## src/rtl/fb_frame_sequencer.sv

```systemverilog
// fb_frame_sequencer: captures one raster frame into the frame buffer, then streams it out over valid/ready.
// Optional FB_SOF_RESYNC_EN: an in_sof during CAPTURE restarts the frame at address 0.
module fb_frame_sequencer #(
  parameter int DATA_WIDTH   = 24,
  parameter int IMG_WIDTH    = 176,
  parameter int IMG_HEIGHT   = 240,
  parameter int TOTAL_PIXELS = IMG_WIDTH * IMG_HEIGHT,
  parameter int ADDR_WIDTH   = $clog2(TOTAL_PIXELS)
) (
  input  logic                  clk,
  input  logic                  rst_n,
  input  logic                  start,
  input  logic                  abort,
  input  logic                  in_valid,
  input  logic                  in_sof,
  input  logic [DATA_WIDTH-1:0] in_data,
  output logic                  in_ready,
  output logic                  fb_we,
  output logic [ADDR_WIDTH-1:0] fb_waddr,
  output logic [DATA_WIDTH-1:0] fb_wdata,
  output logic                  fb_oe,
  output logic [ADDR_WIDTH-1:0] fb_raddr,
  input  logic [DATA_WIDTH-1:0] fb_rdata,
  output logic                  out_valid,
  output logic [DATA_WIDTH-1:0] out_data,
  output logic                  out_last,
  input  logic                  out_ready,
  output logic                  busy,
  output logic                  done
);
  typedef enum logic [1:0] {IDLE, WAIT_SOF, CAPTURE, READOUT} state_t;
  localparam logic [ADDR_WIDTH-1:0] LAST = ADDR_WIDTH'(TOTAL_PIXELS - 1);
  state_t state, state_nx;
  logic [ADDR_WIDTH-1:0] wcnt, rcnt;
  logic rd_all, pend, pend_last, wp, rp;
  logic [1:0] cnt, used;
  logic [DATA_WIDTH:0] mem [2];
  logic resync, last_wr, pop, fin;
`ifdef FB_SOF_RESYNC_EN
  assign resync = in_valid && in_sof && state == CAPTURE;
`else
  assign resync = 1'b0;
`endif
  always_comb begin
    in_ready = state == WAIT_SOF || state == CAPTURE;
    fb_we = !abort && in_valid && (state == CAPTURE || (state == WAIT_SOF && in_sof));
    fb_waddr = (fb_we && state == CAPTURE && !resync) ? wcnt : '0;
    fb_wdata = fb_we ? in_data : '0;
    last_wr = fb_we && state == CAPTURE && !resync && wcnt == LAST;
    out_valid = cnt != 2'd0;
    out_data = out_valid ? mem[rp][DATA_WIDTH-1:0] : '0;
    out_last = out_valid && mem[rp][DATA_WIDTH];
    pop = out_valid && out_ready;
    fin = pop && out_last;
    // an entry popped this cycle frees its slot in time for a read issued now
    used = cnt + 2'(pend) - 2'(pop);
    fb_oe = !abort && state == READOUT && !rd_all && used < 2'd2;
    fb_raddr = fb_oe ? rcnt : '0;
    busy = state != IDLE;
  end
  always_comb begin
    state_nx = state;
    case (state)
      IDLE:     state_nx = start ? WAIT_SOF : IDLE;
      WAIT_SOF: state_nx = fb_we ? CAPTURE : WAIT_SOF;
      CAPTURE:  state_nx = last_wr ? READOUT : CAPTURE;
      READOUT:  state_nx = fin ? IDLE : READOUT;
      default:  state_nx = IDLE;
    endcase
    if (abort) state_nx = IDLE;
  end
  always_ff @(posedge clk or negedge rst_n) begin
    if (!rst_n) begin
      state <= IDLE;
      done <= 1'b0;
      wcnt <= '0;
      rcnt <= '0;
      rd_all <= 1'b0;
      pend <= 1'b0;
      pend_last <= 1'b0;
      wp <= 1'b0;
      rp <= 1'b0;
      cnt <= 2'd0;
      mem <= '{default: '0};
    end else begin
      state <= state_nx;
      done <= fin && !abort;
      if (abort) begin
        wcnt <= '0;
        rcnt <= '0;
        rd_all <= 1'b0;
        pend <= 1'b0;
        wp <= 1'b0;
        rp <= 1'b0;
        cnt <= 2'd0;
      end else begin
        if (fb_we) wcnt <= (state == WAIT_SOF || resync) ? ADDR_WIDTH'(1) : last_wr ? '0 : wcnt + ADDR_WIDTH'(1);
        // rcnt parks on the last address; rd_all marks the frame fully issued
        if (fb_oe) begin
          rd_all <= rcnt == LAST;
          rcnt <= rcnt == LAST ? rcnt : rcnt + ADDR_WIDTH'(1);
          pend_last <= rcnt == LAST;
        end
        if (fin) begin
          rcnt <= '0;
          rd_all <= 1'b0;
        end
        pend <= fb_oe;
        if (pend) begin
          mem[wp] <= {pend_last, fb_rdata};
          wp <= ~wp;
        end
        if (pop) rp <= ~rp;
        cnt <= cnt + 2'(pend) - 2'(pop);
      end
    end
  end
endmodule

```

## config.mk

```make
export PLATFORM = sky130hd
export DESIGN_NAME = fb_frame_sequencer
export DESIGN_NICKNAME = d
export VERILOG_FILES = /design/src/rtl/fb_frame_sequencer.sv
export SDC_FILE = /design/constraint.sdc
export NUM_CORES = 1
export LEC_CHECK = 0
export ABC_AREA = 0
export BUFFER_PORTS_ARGS = -buffer_cell sky130_fd_sc_hd__clkbuf_2
export CELL_PAD_IN_SITES_DETAIL_PLACEMENT = 0
export CELL_PAD_IN_SITES_GLOBAL_PLACEMENT = 1
export CORE_ASPECT_RATIO = 0.8
export CORE_MARGIN = 2
export CORE_UTILIZATION = 40
export DETAILED_ROUTE_END_ITERATION = 12
export GPL_ROUTABILITY_DRIVEN = 0
export PLACE_DENSITY = 0.91
export SKIP_CTS_REPAIR_TIMING = 1
export SLEW_MARGIN = 25
export SYNTH_ARGS = -nofsm -noshare
export SYNTH_HDL_FRONTEND = slang
export SYNTH_SLANG_ARGS = --single-unit
export TNS_END_PERCENT = 30
```

## constraint.sdc

```tcl
create_clock -name clk -period 3.2 [get_ports clk]
set_clock_uncertainty 0.15 [all_clocks]
set_input_delay 0.32 -clock clk [delete_from_list [all_inputs] [get_ports clk]]
set_output_delay 0.32 -clock clk [all_outputs]
set_load 0.02 [all_outputs]
```

==> results of run 1 <==
[kinds of logic (layout without fill, tap and decap cells)]
family | count (synthesis) | count (layout) | share of synthesized area
AOI/OAI and AO/OA | 44 | 44 | 0.0588
xor gates and xnor gates | 17 | 17 | 0.0331
adders and majority gates | 9 | 9 | 0.0229
buffers and inverters | 35 | 176 | 0.0288
DFF | 92 | 92 | 0.469
muxes | 76 | 76 | 0.168
and+or+nand+nor | 197 | 197 | 0.220
[Yosys cell counts, drive strengths merged, types with 10 or more instances]
cell,instances,area share
a21oi,10,0.010
clkbuf,19,0.015
nor2,52,0.040
dfrtp,92,0.47
inv,11,0.0084
mux2i,26,0.053
and2,57,0.073
and3,12,0.015
nand2,20,0.015
xor2,15,0.027
mux2,50,0.11
nand3,22,0.022
o21ai,11,0.011
[worst min path at each step]
stage,endpoint,cells after the start,slack (ns),startpoint
floorplan,cnt[0]$_DFF_PN0_,0,-0.13,rst_n
global placement,mem[5]$_DFFE_PN0P_,1,0.32,rst_n
detailed placement,mem[29]$_DFFE_PN0P_,1,0.33,mem[29]$_DFFE_PN0P_
CTS,mem[5]$_DFFE_PN0P_,1,-0.01,rst_n
global route,mem[5]$_DFFE_PN0P_,1,0.03,rst_n
finish,mem[5]$_DFFE_PN0P_,1,-0.07,rst_n
[sequential cells by signal, summed over array words and instances (netlist names)]
name / flops
done: 1
rd_all: 1
rcnt: 16
cnt: 2
rp: 1
state: 2
wcnt: 16
pend: 1
pend_last: 1
mem: 50
wp: 1
[critical path, cell delays in order, from the launching register on]
cell      delay (ns)
dfrtp_1         0.40
o21ai_1         0.23
inv_1           0.07
ha_1            0.27
inv_1           0.04
ha_1            0.17
xnor3_1         0.24
and3_1          0.18
buf_6           0.22
and2_1          0.16
clkbuf_2        0.17
[routing by layer]
| layer | GRT usage | vias up | share of wire |
|---|---|---|---|
| met5 | 0 | - | 0 |
| met4 | 0.0516 | 0 | 0.0099 |
| met3 | 0.0410 | 9 | 0.063 |
| met2 | 0.292 | 132 | 0.48 |
| met1 | 0.221 | 1894 | 0.45 |
| li1 | - | 1893 | - |
[area by class of cell]
| cell class | count | area (um2) | share of cell area |
|---|---|---|---|
| Sequential cell | 92 | 2300 | 0.379 |
| Clock buffer | 10 | 239 | 0.0394 |
| Clock inverter | 5 | 38.8 | 0.00639 |
| Inverter | 11 | 41.3 | 0.00680 |
| Tap cell | 152 | 190 | 0.0313 |
| Multi-Input combinational cell | 343 | 2480 | 0.408 |
| Timing Repair Buffer | 150 | 779 | 0.128 |
[power by group]
group | total (uW) | internal (uW) | switching [uW]
Clock | 980 | 546 | 434
Sequential | 1190 | 1180 | 13.5
Combinational | 285 | 109 | 176
Total | 2460 | 1840 | 624
[per-stage QoR]
step                setup slack (ns)  hold WS [ns]
finish                         0.219       -0.0665
global route                  0.0346        0.0268
CTS                           0.0306       -0.0146
detailed placement             0.248         0.325
global placement               0.422         0.316
floorplan                      0.375        -0.126
==> flow_summary.yaml, run 1 <==
layout:
  layout.filler_cells: 1102
  fin_util: 0.503
  fin_cells: 763
  final_net_count: 671
  mostFrequentLayoutCells: "140 x clkbuf_2, 92 x dfrtp_1, 57 x and2_1"
  drive_above_1_share: 0.336
  final_design_area_no_fill_um2: 6070
  layout.cells.most_common: "clkbuf_2"
  layout-area-overhead-vs-synth_pct: 23.5
  antennaDiodeCount: 0
critical_path:
  criticalPathCategory: "reg2out"
  crit_arrival_ns: 2.51
  crit-reg2reg-capture: "rcnt[15]$_DFFE_PN0P_"
  endpoint_kind: "primary output"
  critPathRequiredTime_ns: 2.73
  worstPathMaxFanout: 33
  worstSetupStartpointType: "register"
  crit_end: "fb_raddr[5]"
  r2r-start: "cnt[0]$_DFF_PN0_"
  r2r_cell_count: 11
  cp-startpoint: "cnt[0]$_DFF_PN0_"
  setup.reg_to_reg.worst_slack_ns: 0.40
floorplan:
  die_outline_height_um: 103
  die_w_um: 128
  initial_core_util: 0.407
  core_region_area_um2: 12100
  row_count: 36
  io_pins: 142
  die_area_um2: 13200
clock_network:
  cts_num_sinks: 92
  clock_tree.htree_level_count: 3
  clkLatencyLatePin_ns: 0.33
  tritoncts: "yes"
  cts_inserted_buffers: 9
  clockRootBuffer: "clkbuf_16"
  cts_max_path_buffers: 2
  clk_transition_reported_paths_ns: 0.07
sta:
  report.final.hold_viol_count: 66
  rsz_0062_raised_after_global_routing: "false"
  finalCriticalPeriod_ns: 2.98
  finalSetupViolations: 0
  finalHoldWorstSlack_ns: -0.0665
  tightest_slew_margin_relative_to_the_limit: 0.421
  final_cycle_share: 0.932
  final.setup.tns_ns: 0
  fmax_mhz: 335
  maxSlewViolCount: 0
  max_slew.worst_pin.slew_ns: 0.868
power:
  power_per_cell_area_nw_per_um2: 405
  vdd_ir_drop_max_mv: 0.242
  leakage_uw: 0.00313
  tot_pwr_uw: 2460
synthesis:
  yosys_register_bits: 92
  synth_cell_type_count: 51
  synth-edff-count: 0
  synth.yosys.warnings: 0
  ys_async_sr_fraction: 1.00
  postSynthCellCount: 470
  synth_sequential_area_ratio: 0.469
  syn_area_per_cell_um2: 10.5
  netlist_area_um2: 4910
  synth.net_count: 534
  postSynth.topFlopCell: "dfrtp_1"
route:
  drc_errors: 0
  antenna_violating_nets_post_route: 0
  detail_route.iter0.violations: 175
  dr_total_vias: 3928
  routedWlPerCell_um: 14.7
  drt-pass1-iter-count: 4
  vias_per_cell: 5.15
  postRouteWirelength_um: 11200
global_route:
  grt_max_degree: 69
  global_route.usage.total: 0.172
  via_count_of_the_first_global_routing_pass: 3832
  grt_first_pass_wirelength_um: 18000
  initial_antenna_violation_count: 0
  grt_overflow_total: 0
run_status:
  status: "complete, but fails checks"
  failed_checks: "negative hold slack"
placement:
  placement.cell_area_um2: 5790
  placed_cells_incl_taps: 748
  io_buffers: 141
  dp_hpwl_um: 8000
worst_hold_path:
  min_path_type: "in2async"
run:
  maxCapViolations: 0
Note: power is estimated with default switching activity, not from simulation.
==> run 2, diff against run 1 <==
Settings changed: CORE_UTILIZATION 40 to 36, CTS_CLUSTER_SIZE from default to 8, PLACE_DENSITY 0.91 to 0.87, TNS_END_PERCENT 30 to default.
Clock period 3.2 ns to 2.4 ns, I/O delays scaled along.
==> flow_summary.yaml, run 2 (same netlist as run 1, synthesis figures left out) <==
run_status:
  status: "complete, but fails checks"
  failed_checks: "negative setup slack"
global_route:
  global_route.usage.total: 0.161
  grt_overflow_total: 0
  initial_antenna_violation_count: 0
  via_count_of_the_first_global_routing_pass: 3944
  grt_max_degree: 65
  grt_first_pass_wirelength_um: 18600
clock_network:
  clkLatencyLatePin_ns: 0.35
  tritoncts: "yes"
  cts_num_sinks: 92
  clockRootBuffer: "clkbuf_16"
  clock_tree.htree_level_count: 3
  clk_transition_reported_paths_ns: 0.06
  cts_inserted_buffers: 9
  cts_max_path_buffers: 2
sta:
  worst_slack_ns: -0.307
  final_cycle_share: 1.13
  fmax_mhz: 369
  finalCriticalPeriod_ns: 2.71
  rsz_0062_raised_after_global_routing: "true"
  max_slew.worst_pin.slew_ns: 0.685
  maxSlewViolCount: 0
  report.final.hold_viol_count: 0
  finalSetupViolations: 21
  tightest_slew_margin_relative_to_the_limit: 0.542
floorplan:
  die_outline_height_um: 108
  io_pins: 142
  die_w_um: 135
  die_area_um2: 14600
  row_count: 38
  core_region_area_um2: 13500
  initial_core_util: 0.365
layout:
  layout.filler_cells: 1219
  drive_above_1_share: 0.388
  antennaDiodeCount: 0
  biggestRegsByFlops: "mem (50), rcnt (16), wcnt (16)"
  final_net_count: 717
  fin_util: 0.496
  layout.cells.most_common: "clkbuf_2"
  largest-register: "mem"
  layout-area-overhead-vs-synth_pct: 35.9
  largest_register_ff_count: 50
  mostFrequentLayoutCells: "121 x clkbuf_2, 92 x dfrtp_1, 52 x nor2_1"
critical_path:
  r2r_cell_count: 13
  endpoint_kind: "primary output"
  critPathRequiredTime_ns: 2.01
  criticalPathCategory: "reg2out"
  crit_arrival_ns: 2.32
  worstPathMaxFanout: 15
  worstSetupStartpointType: "register"
route:
  antenna_violating_nets_post_route: 0
  vias_per_cell: 4.99
  dr_total_vias: 4178
  drc_errors: 0
  detail_route.iter0.violations: 170
  postRouteWirelength_um: 11900
  drt-pass1-iter-count: 6
  routedWlPerCell_um: 14.2
placement:
  dp_hpwl_um: 8240
  preCtsSetupSlack_ns: -0.0357
  io_buffers: 141
run:
  maxCapViolations: 0
worst_hold_path:
  min_path_cells: 2
  min_path_type: "in2reg"
power:
  power_per_cell_area_nw_per_um2: 516
  vdd_ir_drop_max_mv: 0.344
  leakage_uw: 0.00340
## run 2: report_power, final
group	leakage (uW)	switching, uW	internal, uW
Combinational	0.00197	255	200
Clock	0.000145	605	791
Sequential	0.00128	18.7	1570
## run 2: path summary, 6_finish.rpt
path,to,slack [ns],from
min,mem[6]$_DFFE_PN0P_,0.02,fb_rdata[6]
max reg2reg,rcnt[9]$_DFFE_PN0P_,-0.07,cnt[1]$_DFF_PN0_
min in group asynchronous,mem[5]$_DFFE_PN0P_,0.21,rst_n
min reg2reg,mem[29]$_DFFE_PN0P_,0.34,mem[29]$_DFFE_PN0P_
max,fb_raddr[15],-0.31,cnt[1]$_DFF_PN0_
max in group asynchronous,rd_all$_DFFE_PN0P_,1.22,rst_n
## run 2: critical path, stage by stage (launching register included)
cell,delay [ns]
dfrtp_1,0.39
o21ai_2,0.15
inv_1,0.05
ha_1,0.27
inv_1,0.06
ha_1,0.14
xnor3_1,0.23
and3_4,0.20
buf_8,0.14
and2_2,0.19
clkbuf_2,0.15
## run 2: per-stage QoR
stage	total power, uW	TNS, ns	hold WS [ns]	cells	area [um2]
after floorplan	1850	0	-0.206	470	4950
after global placement	2010	-0.0217	0.0276	790	5960
after detailed placement	2030	-0.416	0.0349	790	5960
after CTS	3440	-9.67	-0.340	806	6250
after global routing	3590	-8.38	0.0139	838	6680
final	3440	-5.11	0.0174	838	6680
## run 2: final cells by class
class                   instances  area [um2]  share of cell area
flip-flops and latches         92        2300               0.345
multi-input cells             343        2540               0.381
inverters                      11        41.3             0.00619
well taps                     180         225              0.0337
clock buffers                  12         267              0.0399
repair buffers                196        1270               0.190
clock inverters                 4        30.0             0.00450
## run 2: layer usage
metal,wire length (um),global-route usage
met1,5480,0.211
met2,5420,0.257
met3,821,0.0483
met4,174,0.0541
met5,0,0
==> run 3, diff against run 2 <==
Settings changed: GPL_TIMING_DRIVEN from default to 0.
==> flow_summary.yaml, run 3 (same netlist as run 1, synthesis figures left out) <==
layout:
  layout.cells.most_common: "clkbuf_2"
  biggestRegsByFlops: "mem (50), rcnt (16), wcnt (16)"
  mostFrequentLayoutCells: "115 x clkbuf_2, 91 x dfrtp_1, 50 x nor2_1"
  layout-area-overhead-vs-synth_pct: 38.7
  largest_register_ff_count: 50
  largest-register: "mem"
  area.sequential_um2: 2300
  final_net_count: 731
  multi_input_area_um2: 2550
  layout.filler_cells: 1214
  fin_cells: 851
  drive_above_1_share: 0.387
  antennaDiodeCount: 0
route:
  routedWlPerCell_um: 14.5
  vias_per_cell: 4.96
  drc_errors: 0
  antenna_violating_nets_post_route: 0
  drt-pass1-iter-count: 4
  detail_route.iter0.violations: 177
  postRouteWirelength_um: 12400
  dr_total_vias: 4219
run_status:
  status: "complete, but fails checks"
  failed_checks: "negative setup slack"
critical_path:
  worstSetupStartpointType: "register"
  worstPathMaxFanout: 6
  crit_arrival_ns: 2.37
  critPathRequiredTime_ns: 2.01
  endpoint_kind: "primary output"
  criticalPathCategory: "reg2out"
floorplan:
  die_w_um: 135
  die_area_um2: 14600
  io_pins: 142
  core_region_area_um2: 13500
  initial_core_util: 0.365
  die_outline_height_um: 108
  row_count: 38
sta:
  report.final.hold_viol_count: 0
  finalCriticalPeriod_ns: 2.76
  worst_slack_ns: -0.359
  final_cycle_share: 1.15
  max_slew.worst_pin.slew_ns: 0.777
  tightest_slew_margin_relative_to_the_limit: 0.478
  maxSlewViolCount: 0
  finalHoldWorstSlack_ns: 0.00754
  fmax_mhz: 362
  rsz_0062_raised_after_global_routing: "true"
  finalSetupViolations: 31
clock_network:
  clkLatencyLatePin_ns: 0.35
  cts_max_path_buffers: 2
  cts_inserted_buffers: 9
  tritoncts: "yes"
  cts_num_sinks: 92
  clock_tree.htree_level_count: 3
  clockRootBuffer: "clkbuf_16"
  clk_transition_reported_paths_ns: 0.06
global_route:
  initial_antenna_violation_count: 0
  grt_max_degree: 57
  grt_overflow_total: 0
  via_count_of_the_first_global_routing_pass: 3957
  global_route.usage.total: 0.164
  grt_first_pass_wirelength_um: 18800
worst_hold_path:
  min_path_type: "in2reg"
power:
  share_comb_of_total_power: 0.133
  power_per_cell_area_nw_per_um2: 510
  tot_pwr_uw: 3470
  vdd_ir_drop_max_mv: 0.358
  power.share.switching: 0.249
  pwr-share-clk: 0.409
  cellInternalPower_uw: 2610
  power.share.sequential: 0.458
  leakage_uw: 0.00346
  power.switching_uw: 864
run:
  maxCapViolations: 0
placement:
  io_buffers: 140
  placed_cells_incl_taps: 791
  preCtsSetupSlack_ns: -0.300
  dp_hpwl_um: 8600
==> run 3: layer usage <==
metal	global-route usage	vias to the layer above	part of all wire
met2	0.258	147	0.47
met5	0	-	0
met3	0.0539	13	0.057
met1	0.218	2043	0.46
li1	-	2016	-
met4	0.0436	0	0.0091
==> run 3: layout make-up <==
cell class                 count  area share
tap                          180      0.0330
clock buffer                  12      0.0362
clock inverter                 3     0.00698
buffer                        22      0.0218
multi-input combinational    343       0.374
sequential                    92       0.338
inverter                      11     0.00606
timing repair buffer         188       0.184
==> run 3: worst max-delay path, stage by stage (launching register included) <==
cell,delay [ns]
dfrtp_1,0.40
o21ai_2,0.18
inv_1,0.06
ha_1,0.27
inv_1,0.06
ha_1,0.14
xnor3_1,0.24
and3_4,0.21
buf_6,0.14
and2_2,0.18
buf_4,0.15
==> run 3: power groups by stage <==
stage,logic (uW),clock network [uW],registers (uW)
2_1_floorplan,231,0,1620
3_3_place_gp,379,0,1620
3_5_place_dp,396,0,1620
4_1_cts,398,1470,1590
5_1_grt,507,1530,1590
6_report,461,1420,1590
==> run 3: final timing paths <==
| kind | from | endpoint | cells after the start | slack, ns |
|---|---|---|---|---|
| hold / removal | fb_rdata[16] | mem[16]$_DFFE_PN0P_ | 2 | 0.008 |
| hold reg to reg | mem[34]$_DFFE_PN0P_ | mem[34]$_DFFE_PN0P_ | 1 | 0.34 |
| setup reg to reg | cnt[1]$_DFF_PN0_ | rcnt[13]$_DFFE_PN0P_ | 11 | -0.10 |
| min in group asynchronous | rst_n | mem[31]$_DFFE_PN0P_ | 2 | 0.21 |
| max in group asynchronous | rst_n | wcnt[8]$_DFFE_PN0P_ | 3 | 1.30 |
| setup / recovery | cnt[1]$_DFF_PN0_ | fb_raddr[15] | 10 | -0.36 |
==> run 3: stage by stage <==
stage,setup TNS (ns),utilization,area (um2)
6_report,-6.55,0.507,6820
3_5_place_dp,-7.81,0.439,5910
3_3_place_gp,-18.77,0.436,5870
2_1_floorplan,0,-,4950
5_1_grt,-11.71,0.507,6820
4_1_cts,-26.18,0.461,6200
